==> config.mk <==
export PLATFORM = sky130hd
export DESIGN_NAME = load_store_unit
export DESIGN_NICKNAME = d
export VERILOG_FILES = /design/src/rtl/lsu_pkg.sv /design/src/rtl/lsu_align.sv /design/src/rtl/load_store_unit.sv
export SDC_FILE = /design/constraint.sdc
export NUM_CORES = 1
export LEC_CHECK = 0
export ABC_AREA = 0
export CORE_MARGIN = 3
export CORE_UTILIZATION = 55
export CTS_BUF_LIST = sky130_fd_sc_hd__clkbuf_4
export DETAILED_ROUTE_END_ITERATION = 6
export GPL_ROUTABILITY_DRIVEN = 1
export GPL_TIMING_DRIVEN = 0
export PLACE_DENSITY = 0.89
export SLEW_MARGIN = 20
export SYNTH_ARGS = -nofsm -noshare
export SYNTH_HDL_FRONTEND = slang
export SYNTH_HIERARCHICAL = 1
export SYNTH_SLANG_ARGS = --single-unit
==> constraint.sdc <==
create_clock -name clk -period 8.1 [get_ports clk]
set_clock_uncertainty 0.15 [all_clocks]
set_input_delay 1.62 -clock clk [delete_from_list [all_inputs] [get_ports clk]]
set_output_delay 1.62 -clock clk [all_outputs]
set_load 0.005 [all_outputs]
==> src/rtl/lsu_pkg.sv <==
// Shared types and funct3 encodings for the load/store unit.
package lsu_pkg;

  typedef enum logic [2:0] {
    IDLE  = 3'd0,
    REQ0  = 3'd1,
    WAIT0 = 3'd2,
    REQ1  = 3'd3,
    WAIT1 = 3'd4,
    RESP  = 3'd5
  } lsu_state_e;

  typedef enum logic [1:0] {
    BYTE = 2'b00,
    HALF = 2'b01,
    WORD = 2'b10
  } access_size_e;

  localparam logic [2:0] F3_B  = 3'b000;
  localparam logic [2:0] F3_H  = 3'b001;
  localparam logic [2:0] F3_W  = 3'b010;
  localparam logic [2:0] F3_BU = 3'b100;
  localparam logic [2:0] F3_HU = 3'b101;

  // A request is legal only if it is exactly one of load/store with a matching funct3.
  function automatic logic req_legal(input logic rd, input logic wr, input logic [2:0] f3);
    logic ld_ok, st_ok;
    ld_ok = (f3 == F3_B) || (f3 == F3_H) || (f3 == F3_W) || (f3 == F3_BU) || (f3 == F3_HU);
    st_ok = (f3 == F3_B) || (f3 == F3_H) || (f3 == F3_W);
    return (rd && !wr && ld_ok) || (wr && !rd && st_ok);
  endfunction

endpackage

==> src/rtl/lsu_align.sv <==
// Byte-lane steering: enable mask, store data shift, load extract and extend.
module lsu_align
  import lsu_pkg::*;
#(
  parameter int DATA_W = 32
) (
  input  logic [2:0]          funct3,
  input  logic [1:0]          off,
  input  logic [DATA_W-1:0]   wdata,
  input  logic [DATA_W-1:0]   rdata0,
  input  logic [DATA_W-1:0]   rdata1,
  output logic [7:0]          mask,
  output logic [2*DATA_W-1:0] wdata64,
  output logic [DATA_W-1:0]   ldata
);

  logic [3:0]        base;
  logic [DATA_W-1:0] r32;

  // Mask spans two words; the upper nibble is the second access of a split.
  always_comb begin
    base = 4'b0000;
    case (access_size_e'(funct3[1:0]))
      BYTE:    base = 4'b0001;
      HALF:    base = 4'b0011;
      WORD:    base = 4'b1111;
      default: base = 4'b0000;
    endcase
    mask    = {4'b0000, base} << off;
    wdata64 = {{DATA_W{1'b0}}, wdata} << {off, 3'b000};
  end

  // Shift the (possibly two-word) read down to lane 0, then extend by access type.
  always_comb begin
    r32 = DATA_W'({rdata1, rdata0} >> {off, 3'b000});
    case (funct3)
      F3_B:    ldata = {{24{r32[7]}}, r32[7:0]};
      F3_H:    ldata = {{16{r32[15]}}, r32[15:0]};
      F3_BU:   ldata = {24'b0, r32[7:0]};
      F3_HU:   ldata = {16'b0, r32[15:0]};
      default: ldata = r32;
    endcase
  end

endmodule

==> src/rtl/load_store_unit.sv <==
// Memory-stage initiator: one pipeline request becomes one or two word transactions.
module load_store_unit
  import lsu_pkg::*;
#(
  parameter int DM_ADDRESS = 9,
  parameter int DATA_W     = 32,
  parameter int ADDR_W     = 32
) (
  input  logic                  clk,
  input  logic                  reset,
  input  logic                  req_valid,
  output logic                  req_ready,
  input  logic                  mem_read,
  input  logic                  mem_write,
  input  logic [2:0]            funct3,
  input  logic [ADDR_W-1:0]     addr,
  input  logic [DATA_W-1:0]     wdata,
  output logic                  resp_valid,
  output logic [DATA_W-1:0]     rdata,
  output logic                  err,
  output logic                  dm_req,
  output logic                  dm_we,
  output logic [3:0]            dm_be,
  output logic [DM_ADDRESS-1:0] dm_addr,
  output logic [DATA_W-1:0]     dm_wdata,
  input  logic                  dm_gnt,
  input  logic                  dm_rvalid,
  input  logic [DATA_W-1:0]     dm_rdata
);

  lsu_state_e state, nxt;

  logic [DM_ADDRESS-1:0] wa_q;
  logic [1:0]            off_q;
  logic [2:0]            f3_q;
  logic [DATA_W-1:0]     wdata_q, rdata0_q;
  logic                  load_q, illegal_q;

  logic                  idle, accept, illegal_in, illegal_c, split;
  logic [DM_ADDRESS-1:0] wa_in;
  logic [1:0]            off_c;
  logic [2:0]            f3_c;
  logic [DATA_W-1:0]     wd_c, rd0, rd1, ldata;
  logic [7:0]            mask;
  logic [2*DATA_W-1:0]   w64;
  logic                  unused_addr;

  assign unused_addr = ^addr[ADDR_W-1:DM_ADDRESS+2];

  assign idle       = (state == IDLE);
  assign req_ready  = idle && !reset;
  assign accept     = req_valid && req_ready;
  assign wa_in      = addr[DM_ADDRESS+1:2];
  assign illegal_in = !req_legal(mem_read, mem_write, funct3);

  // While idle the aligner sees the live request so access 0 can be launched on accept.
  assign off_c     = idle ? addr[1:0]  : off_q;
  assign f3_c      = idle ? funct3     : f3_q;
  assign wd_c      = idle ? wdata      : wdata_q;
  assign illegal_c = idle ? illegal_in : illegal_q;

  // Read words are taken straight off the bus in the cycle they arrive.
  assign rd0   = (state == WAIT0) ? dm_rdata : rdata0_q;
  assign rd1   = (state == WAIT1) ? dm_rdata : '0;
  assign split = |mask[7:4];

  lsu_align #(.DATA_W(DATA_W)) u_align (
    .funct3  (f3_c),
    .off     (off_c),
    .wdata   (wd_c),
    .rdata0  (rd0),
    .rdata1  (rd1),
    .mask    (mask),
    .wdata64 (w64),
    .ldata   (ldata)
  );

  // Next-state logic; grant and rvalid each advance by exactly one state.
  always_comb begin
    nxt = state;
    case (state)
      IDLE:  if (accept) nxt = illegal_in ? RESP : REQ0;
      REQ0:  if (dm_gnt) nxt = load_q ? WAIT0 : (split ? REQ1 : RESP);
      WAIT0: if (dm_rvalid) nxt = split ? REQ1 : RESP;
      REQ1:  if (dm_gnt) nxt = load_q ? WAIT1 : RESP;
      WAIT1: if (dm_rvalid) nxt = RESP;
      RESP:  nxt = IDLE;
      default: nxt = IDLE;
    endcase
  end

  // State, captured request, and registered bus/response outputs.
  always_ff @(posedge clk or posedge reset) begin
    if (reset) begin
      state      <= IDLE;
      wa_q       <= '0;
      off_q      <= '0;
      f3_q       <= '0;
      wdata_q    <= '0;
      rdata0_q   <= '0;
      load_q     <= 1'b0;
      illegal_q  <= 1'b0;
      dm_req     <= 1'b0;
      dm_we      <= 1'b0;
      dm_be      <= '0;
      dm_addr    <= '0;
      dm_wdata   <= '0;
      resp_valid <= 1'b0;
      rdata      <= '0;
      err        <= 1'b0;
    end else begin
      state      <= nxt;
      dm_req     <= (nxt == REQ0) || (nxt == REQ1);
      resp_valid <= (nxt == RESP);
      err        <= (nxt == RESP) && illegal_c;

      if (accept) begin
        wa_q      <= wa_in;
        off_q     <= addr[1:0];
        f3_q      <= funct3;
        wdata_q   <= wdata;
        load_q    <= mem_read && !mem_write;
        illegal_q <= illegal_in;
      end

      // Bus fields change only when a new access starts, so they hold through grant stalls.
      if (idle && nxt == REQ0) begin
        dm_addr  <= wa_in;
        dm_be    <= mask[3:0];
        dm_we    <= mem_write && !mem_read;
        dm_wdata <= w64[DATA_W-1:0];
      end else if (state != REQ1 && nxt == REQ1) begin
        dm_addr  <= wa_q + DM_ADDRESS'(1);
        dm_be    <= mask[7:4];
        dm_wdata <= w64[2*DATA_W-1:DATA_W];
      end

      if (state == WAIT0 && dm_rvalid) rdata0_q <= dm_rdata;

      if (nxt == RESP && !idle && load_q) rdata <= ldata;
    end
  end

endmodule

==> Implementation_results.wiki, run 1 <==
{| class="wikitable"
! Metric !! Value
|-
| Most common cell after layout, fill and taps aside || sky130_fd_sc_hd__nand2_1
|-
| Chip Width || approximately 140 µm
|-
| Setup repair after global routing missed its margin || no
|-
| Cell family contributing the most delay on the critical path || buffers and inverters
|-
| Number of setup buffers added after CTS || 0
|-
| Crit start category || primary input
|-
| Peak per-stage delay on the critical path || 630 ps
|-
| Number of remaining DRC errors || 0
|-
| Upper clock frequency limit || 0.182 GHz
|-
| Detailed Route WL || roughly 30000 µm
|-
| Maximum level of the CTS H-tree || 4
|-
| Clock sink count || ~160
|-
| Total instance count after detailed placement || 1454
|-
| Area added between synthesis and finish || 23.0%
|-
| Number of I/O port buffers || 166
|-
| Leak pwr || 5.44 nW
|-
| Average routed wire per standard cell || roughly 20 µm
|-
| Power per cell area || 414 nW/µm²
|-
| # nets final || 1359
|-
| Max Fanout on Critical Path || 10
|-
| Initial detailed-routing violation count || 932
|-
| Pre-CTS setup slack || 2070 ps
|-
| Clock insertion delay at the later pin of the skew report || 610 ps
|-
| Layout cells sized above 1 || between 10% and 20%
|-
| Number of buffers between clock root and the deepest sink || 2
|-
| Total global-route track usage || 30.3%
|-
| Die ar. || 19600 µm²
|-
| Antenna viol nets, final || 0
|-
| Fillcell total || around 1300
|-
| Worst slew pin tran || 966 ps
|-
| Total buffers and inverters traversed by the critical path || 4
|-
| Number of placement rows || 48
|-
| CP Launch Point || addr[0]
|-
| Number of primary I/O pins || ~190
|-
| Final HPWL from detailed placement || 22300 µm
|-
| Hold Buf Count CTS || 0
|-
| Sum of met3 wire segment lengths after detailed routing || 3240 µm
|-
| Synthesized area || 9880 µm²
|-
| Non-filler cells, final || between 1000 and 1500
|-
| Design area || about 12000 µm²
|-
| Clock period minus worst slack || between 5000 and 6000 ps
|-
| Worst min-delay path startpoint || wdata_q[3]
|-
| Post-route fraction of the period consumed by the critical path || 67.7%
|-
| Antenna violations before repair || 2
|-
| Element type at the critical path end || register
|-
| Worst setup slack after layout || 2610 ps
|-
| Crit path max-delay cell type || sky130_fd_sc_hd__clkbuf_1
|-
| WL met2 || 13800 µm
|-
| Standard cell area after detailed placement || roughly 12000 µm²
|-
| Clock edge transition at the registers on the reported setup and hold paths || 150 ps
|-
| Max Transition Viols Final || 0
|-
| Die Y || 140 µm
|-
| CTS buffer count || 17
|-
| Max transition margin || 35.6%
|-
| Worst path cell trace || clkdlybuf4s50_1, nand2_1, nand2_1, buf_6, clkbuf_1, mux2_2, a22o_1, nor4_2, nand3_1, o21ai_1, nor4b_4, buf_6, mux2_4
|-
| Synthesized instance count || 1054
|-
| Number of detailed-routing iterations run before antenna repair || 7
|-
| Most frequent cells in the layout || sky130_fd_sc_hd__nand2_1 (359), sky130_fd_sc_hd__clkdlybuf4s50_1 (166), sky130_fd_sc_hd__dfrtp_1 (164)
|-
| Final setup violation count || 0
|-
| Clock tree from TritonCTS || done
|-
| Top routing layer in use || met5
|-
| CTS Root Buffer Type || sky130_fd_sc_hd__clkbuf_4
|-
| Global-route wire length before repair || 46600 µm
|-
| Arr. time, crit path || 5820 ps
|-
| Drt via density || 5.95
|-
| Number of global-route vias before repair || roughly 8600
|-
| GPL Wtd Cong || 0.976
|-
| Initial Utilization || 56.7%
|-
| Congestion Overflow GR || 0
|-
| Reg-to-Reg Start || state[2]
|-
| Max-capacitance violation count || 0
|-
| CTS resizes || 0
|-
| Core ar. || 17400 µm²
|-
| Hold WC Path Type || reg2reg
|-
| Final hold vios || 0
|-
| Required arrival time at the worst endpoint || 8430 ps
|-
| Peak supply drop || ~0.00023 V
|-
| Type of the worst setup path || in2reg
|-
| Mean instance size in the synthesized netlist || between 9 and 10 µm²
|-
| Total Neg Setup Slack || 0 ps
|-
| DRT met1 WL || 11600 µm
|-
| Pin count of the biggest net entering global routing || 97
|-
| Synth Warn # || 6
|-
| Result of the run || finished, final reports clean
|-
| Total number of vias || 8850
|}
final cells by class:
class	instances	area, µm²	share of cell area (%)
timing repair buffer	167	1690	13.9
tap	225	282	2.32
multi-input combinational	793	5290	43.5
clock inverter	15	130	1.07
inverter	16	67.6	0.556
buffer	89	454	3.74
sequential	164	4100	33.8
clock buffer	17	128	1.05
antenna	1	2.50	0.0206
worst reg2reg max path: cells and delay by family (launching register included):
family	cells	cell delay [ps]
flip-flops	1	380
multiplexers	2	750
AND/OR/NAND/NOR	6	1790
buffers and inverters	5	1700
AO/OA/AOI/OAI	2	390
final timing paths:
path,to,slack (ps),cells after the start
max,rdata[7],2610,13
min reg2reg,wdata_q[3],340,2
max in group asynchronous,rdata[19],5590,3
max reg2reg,rdata[7],2820,15
min,wdata_q[3],340,2
min in group asynchronous,dm_addr[1],1390,2
through the flow:
stage	power (mW)	utilization [%]	hold slack, ps
2_1_floorplan	3.37	-	296
3_3_place_gp	4.39	68.0	307
3_5_place_dp	4.48	68.2	312
4_1_cts	4.96	69.7	346
5_1_grt	5.32	69.7	367
6_report	5.03	69.7	343
state kept, by name (all words and copies together) (netlist names):
name        cells
wa_q            9
dm_we           1
rdata          32
dm_wdata       32
state           3
dm_addr         9
off_q           2
dm_req          1
illegal_q       1
load_q          1
wdata_q        32
rdata0_q       32
resp_valid      1
err             1
dm_be           4
f3_q            3
routing by layer:
layer  up-vias  global-route usage (%)
met5         -                       0
met4         2                    12.5
met3        84                    7.24
met2       589                    48.3
met1      4210                    40.2
li1       3965                       -
report_power, final:
group | switching, mW | leakage [nW] | internal [mW]
clock | 0.316 | 0.136 | 0.154
sequential | 0.242 | 2.05 | 1.18
combinational | 1.69 | 3.25 | 1.43
total | 2.25 | 5.44 | 2.77
No activity file was read; power rests on OpenSTA's default activity.
==> run 2: changes to the inputs <==
- clock period: 8.1 -> 5.2 ns (I/O delays scaled with it)
==> run 2 against run 1 <==
Critical path depth grew 3. Clock power is 47% higher. Sequential cell count stayed put. Core utilization rose by 0.41 points. First-iteration DRC count rose by 13%. Via count grew 0.14%. Register-to-register slack worse by 2600 ps. Largest power group unchanged.
==> Implementation_results.wiki, run 2 (synthesis gave the netlist of run 1 again) <==
{| class="wikitable"
! Metric !! Value
|-
| Layout cells sized above 1 || around 18%
|-
| Antenna violations before repair || 2
|-
| Max transition margin || 38.3%
|-
| Internal Pwr Total || 4.28 mW
|-
| Number of detailed-routing iterations run before antenna repair || 6
|-
| Fraction of power spent switching nets || about 45%
|-
| Drt via density || 5.94
|-
| Most frequent cells in the layout || sky130_fd_sc_hd__nand2_1 (359), sky130_fd_sc_hd__clkdlybuf4s50_1 (166), sky130_fd_sc_hd__dfrtp_1 (164)
|-
| Average routed wire per standard cell || 19.6 µm
|-
| Area added between synthesis and finish || 23.7%
|-
| WL met2 || 13700 µm
|-
| Core ar. || 17400 µm²
|-
| Number of global-route vias before repair || around 8700
|-
| Result of the run || finished, final reports clean
|-
| Clock tree from TritonCTS || done
|-
| Max Transition Viols Final || 0
|-
| Pin count of the biggest net entering global routing || 35
|-
| Detailed Route WL || 29200 µm
|-
| Net Sw Power || 3.47 mW
|-
| Die ar. || about 20000 µm²
|-
| Upper clock frequency limit || 0.202 GHz
|-
| Combinational share of power || 62.4%
|-
| Arr. time, crit path || 5280 ps
|-
| Non-filler cells, final || 1493
|-
| Sum of met3 wire segment lengths after detailed routing || around 3100 µm
|-
| CTS buffer count || 17
|-
| Number of primary I/O pins || 188
|-
| Number of I/O port buffers || about 170
|-
| Clock insertion delay at the later pin of the skew report || 590 ps
|-
| Clock edge transition at the registers on the reported setup and hold paths || 140 ps
|-
| Peak per-stage delay on the critical path || 540 ps
|-
| Element type at the critical path end || register
|-
| Number of placement rows || 48
|-
| Final setup violation count || 0
|-
| Max Fanout on Critical Path || 10
|-
| Hold WC Path Type || reg2reg
|-
| Initial Utilization || 56.7%
|-
| Maximum level of the CTS H-tree || 4
|-
| Power per cell area || between 600 and 700 nW/µm²
|-
| Total buffers and inverters traversed by the critical path || 7
|-
| Worst slew pin tran || roughly 930 ps
|-
| Clock sink count || 164
|-
| # nets final || 1365
|-
| Max-capacitance violation count || 0
|-
| Final hold vios || 0
|-
| CTS Root Buffer Type || sky130_fd_sc_hd__clkbuf_4
|-
| Final HPWL from detailed placement || around 22000 µm
|-
| Die Y || 140 µm
|-
| Total Power || 7.75 mW
|-
| Number of remaining DRC errors || 0
|-
| Type of the worst setup path || reg2reg
|-
| DRT met1 WL || 11600 µm
|-
| Most common cell after layout, fill and taps aside || sky130_fd_sc_hd__nand2_1
|-
| Cell family contributing the most delay on the critical path || buffers and inverters
|-
| Post-route fraction of the period consumed by the critical path || 95.1%
|-
| Total instance count after detailed placement || 1458
|-
| Crit path max-delay cell type || sky130_fd_sc_hd__clkbuf_1
|-
| Chip Width || 140 µm
|-
| Global-route wire length before repair || between 40000 and 50000 µm
|-
| Number of buffers between clock root and the deepest sink || 2
|-
| Clock period minus worst slack || ~4900 ps
|-
| Initial detailed-routing violation count || ~1000
|-
| Worst path cell trace || buf_6, or3_1, clkbuf_1, nand2_1, nand2_1, clkbuf_1, clkbuf_1, clkbuf_1, and2_1, nor4_2, a311o_1, a221oi_2, buf_2, buf_2, nor3_1, a31oi_1
|-
| Antenna viol nets, final || 0
|-
| Most used cell along the critical path || sky130_fd_sc_hd__clkbuf_1
|-
| Total number of vias || 8862
|-
| Hold Buf Count CTS || 0
|-
| Total global-route track usage || 29.9%
|-
| Required arrival time at the worst endpoint || 5530 ps
|-
| GPL Wtd Cong || approximately 0.95
|-
| Top routing layer in use || met5
|-
| Crit start category || register
|-
| Leak pwr || 5.48 nW
|-
| Clock share of power || 8.9%
|-
| Setup repair after global routing missed its margin || no
|-
| Peak supply drop || about 0.00033 V
|-
| Congestion Overflow GR || 0
|-
| Relative contribution of sequential cells to total power || 28.7%
|}
==> run 2: worst min-delay path, delay by kind of cell (launching register included) <==
family           cells  cell delay (ps)
DFF                  1              370
and+or+nand+nor      2              100
==> run 2: final timing paths <==
kind / endpoint / cells past startpoint / slack [ps] / startpoint
worst max-delay path: dm_wdata[20] / 16 / 260 / state[1]
worst min-delay path: wdata_q[2] / 2 / 340 / wdata_q[2]
worst max register to register: dm_wdata[20] / 16 / 260 / state[1]
worst min register to register: wdata_q[2] / 2 / 340 / wdata_q[2]
max in group asynchronous: dm_wdata[9] / 4 / 3440 / reset
min in group asynchronous: dm_wdata[24] / 2 / 700 / reset
==> run 2: final cells by class <==
class / count / area, µm²
timing repair buffer: 174 / 1790
fill: 1328 / 5200
clock inverter: 15 / 105
antenna: 1 / 2.50
tap: 225 / 282
clock buffer: 17 / 128
multi-input combinational: 793 / 5290
inverter: 16 / 63.8
sequential: 164 / 4100
buffer: 88 / 452
==> run 2: power groups by stage <==
stage / clock, mW / combinational, mW / sequential (mW)
2_1_floorplan: 0 / 3.11 / 2.15
5_1_grt: 0.744 / 5.21 / 2.28
3_5_place_dp: 0 / 4.73 / 2.23
6_report: 0.690 / 4.84 / 2.22
4_1_cts: 0.692 / 4.74 / 2.21
3_3_place_gp: 0 / 4.61 / 2.21
==> run 2: stage by stage <==
stage | hold WS [ps] | setup TNS [ps] | cell area, µm² | utilization (%) | worst slack (ps)
global placement | 307 | -157360 | 11900 | 68.1 | -1910
floorplan | 296 | 0 | 9910 | - | 109
detailed placement | 312 | -7630 | 12000 | 68.7 | -274
CTS | 344 | 0 | 12200 | 70.0 | 33.8
finish | 343 | 0 | 12200 | 70.1 | 257
global route | 367 | 0 | 12200 | 70.1 | 20.5
==> run 2: routing by layer <==
| layer | up-vias | track usage [%] |
|---|---|---|
| li1 | 3972 | - |
| met1 | 4250 | 41.1 |
| met2 | 554 | 47.3 |
| met3 | 84 | 6.59 |
| met4 | 2 | 10.3 |
| met5 | - | 0 |
==> run 2: what timing repair did <==
item | 4_1_cts | 5_1_grt
resized for setup | 0 | 2
setup buffers | 0 | 3
gates cloned | 0 | 0
setup endpoints to repair | 30 | 33
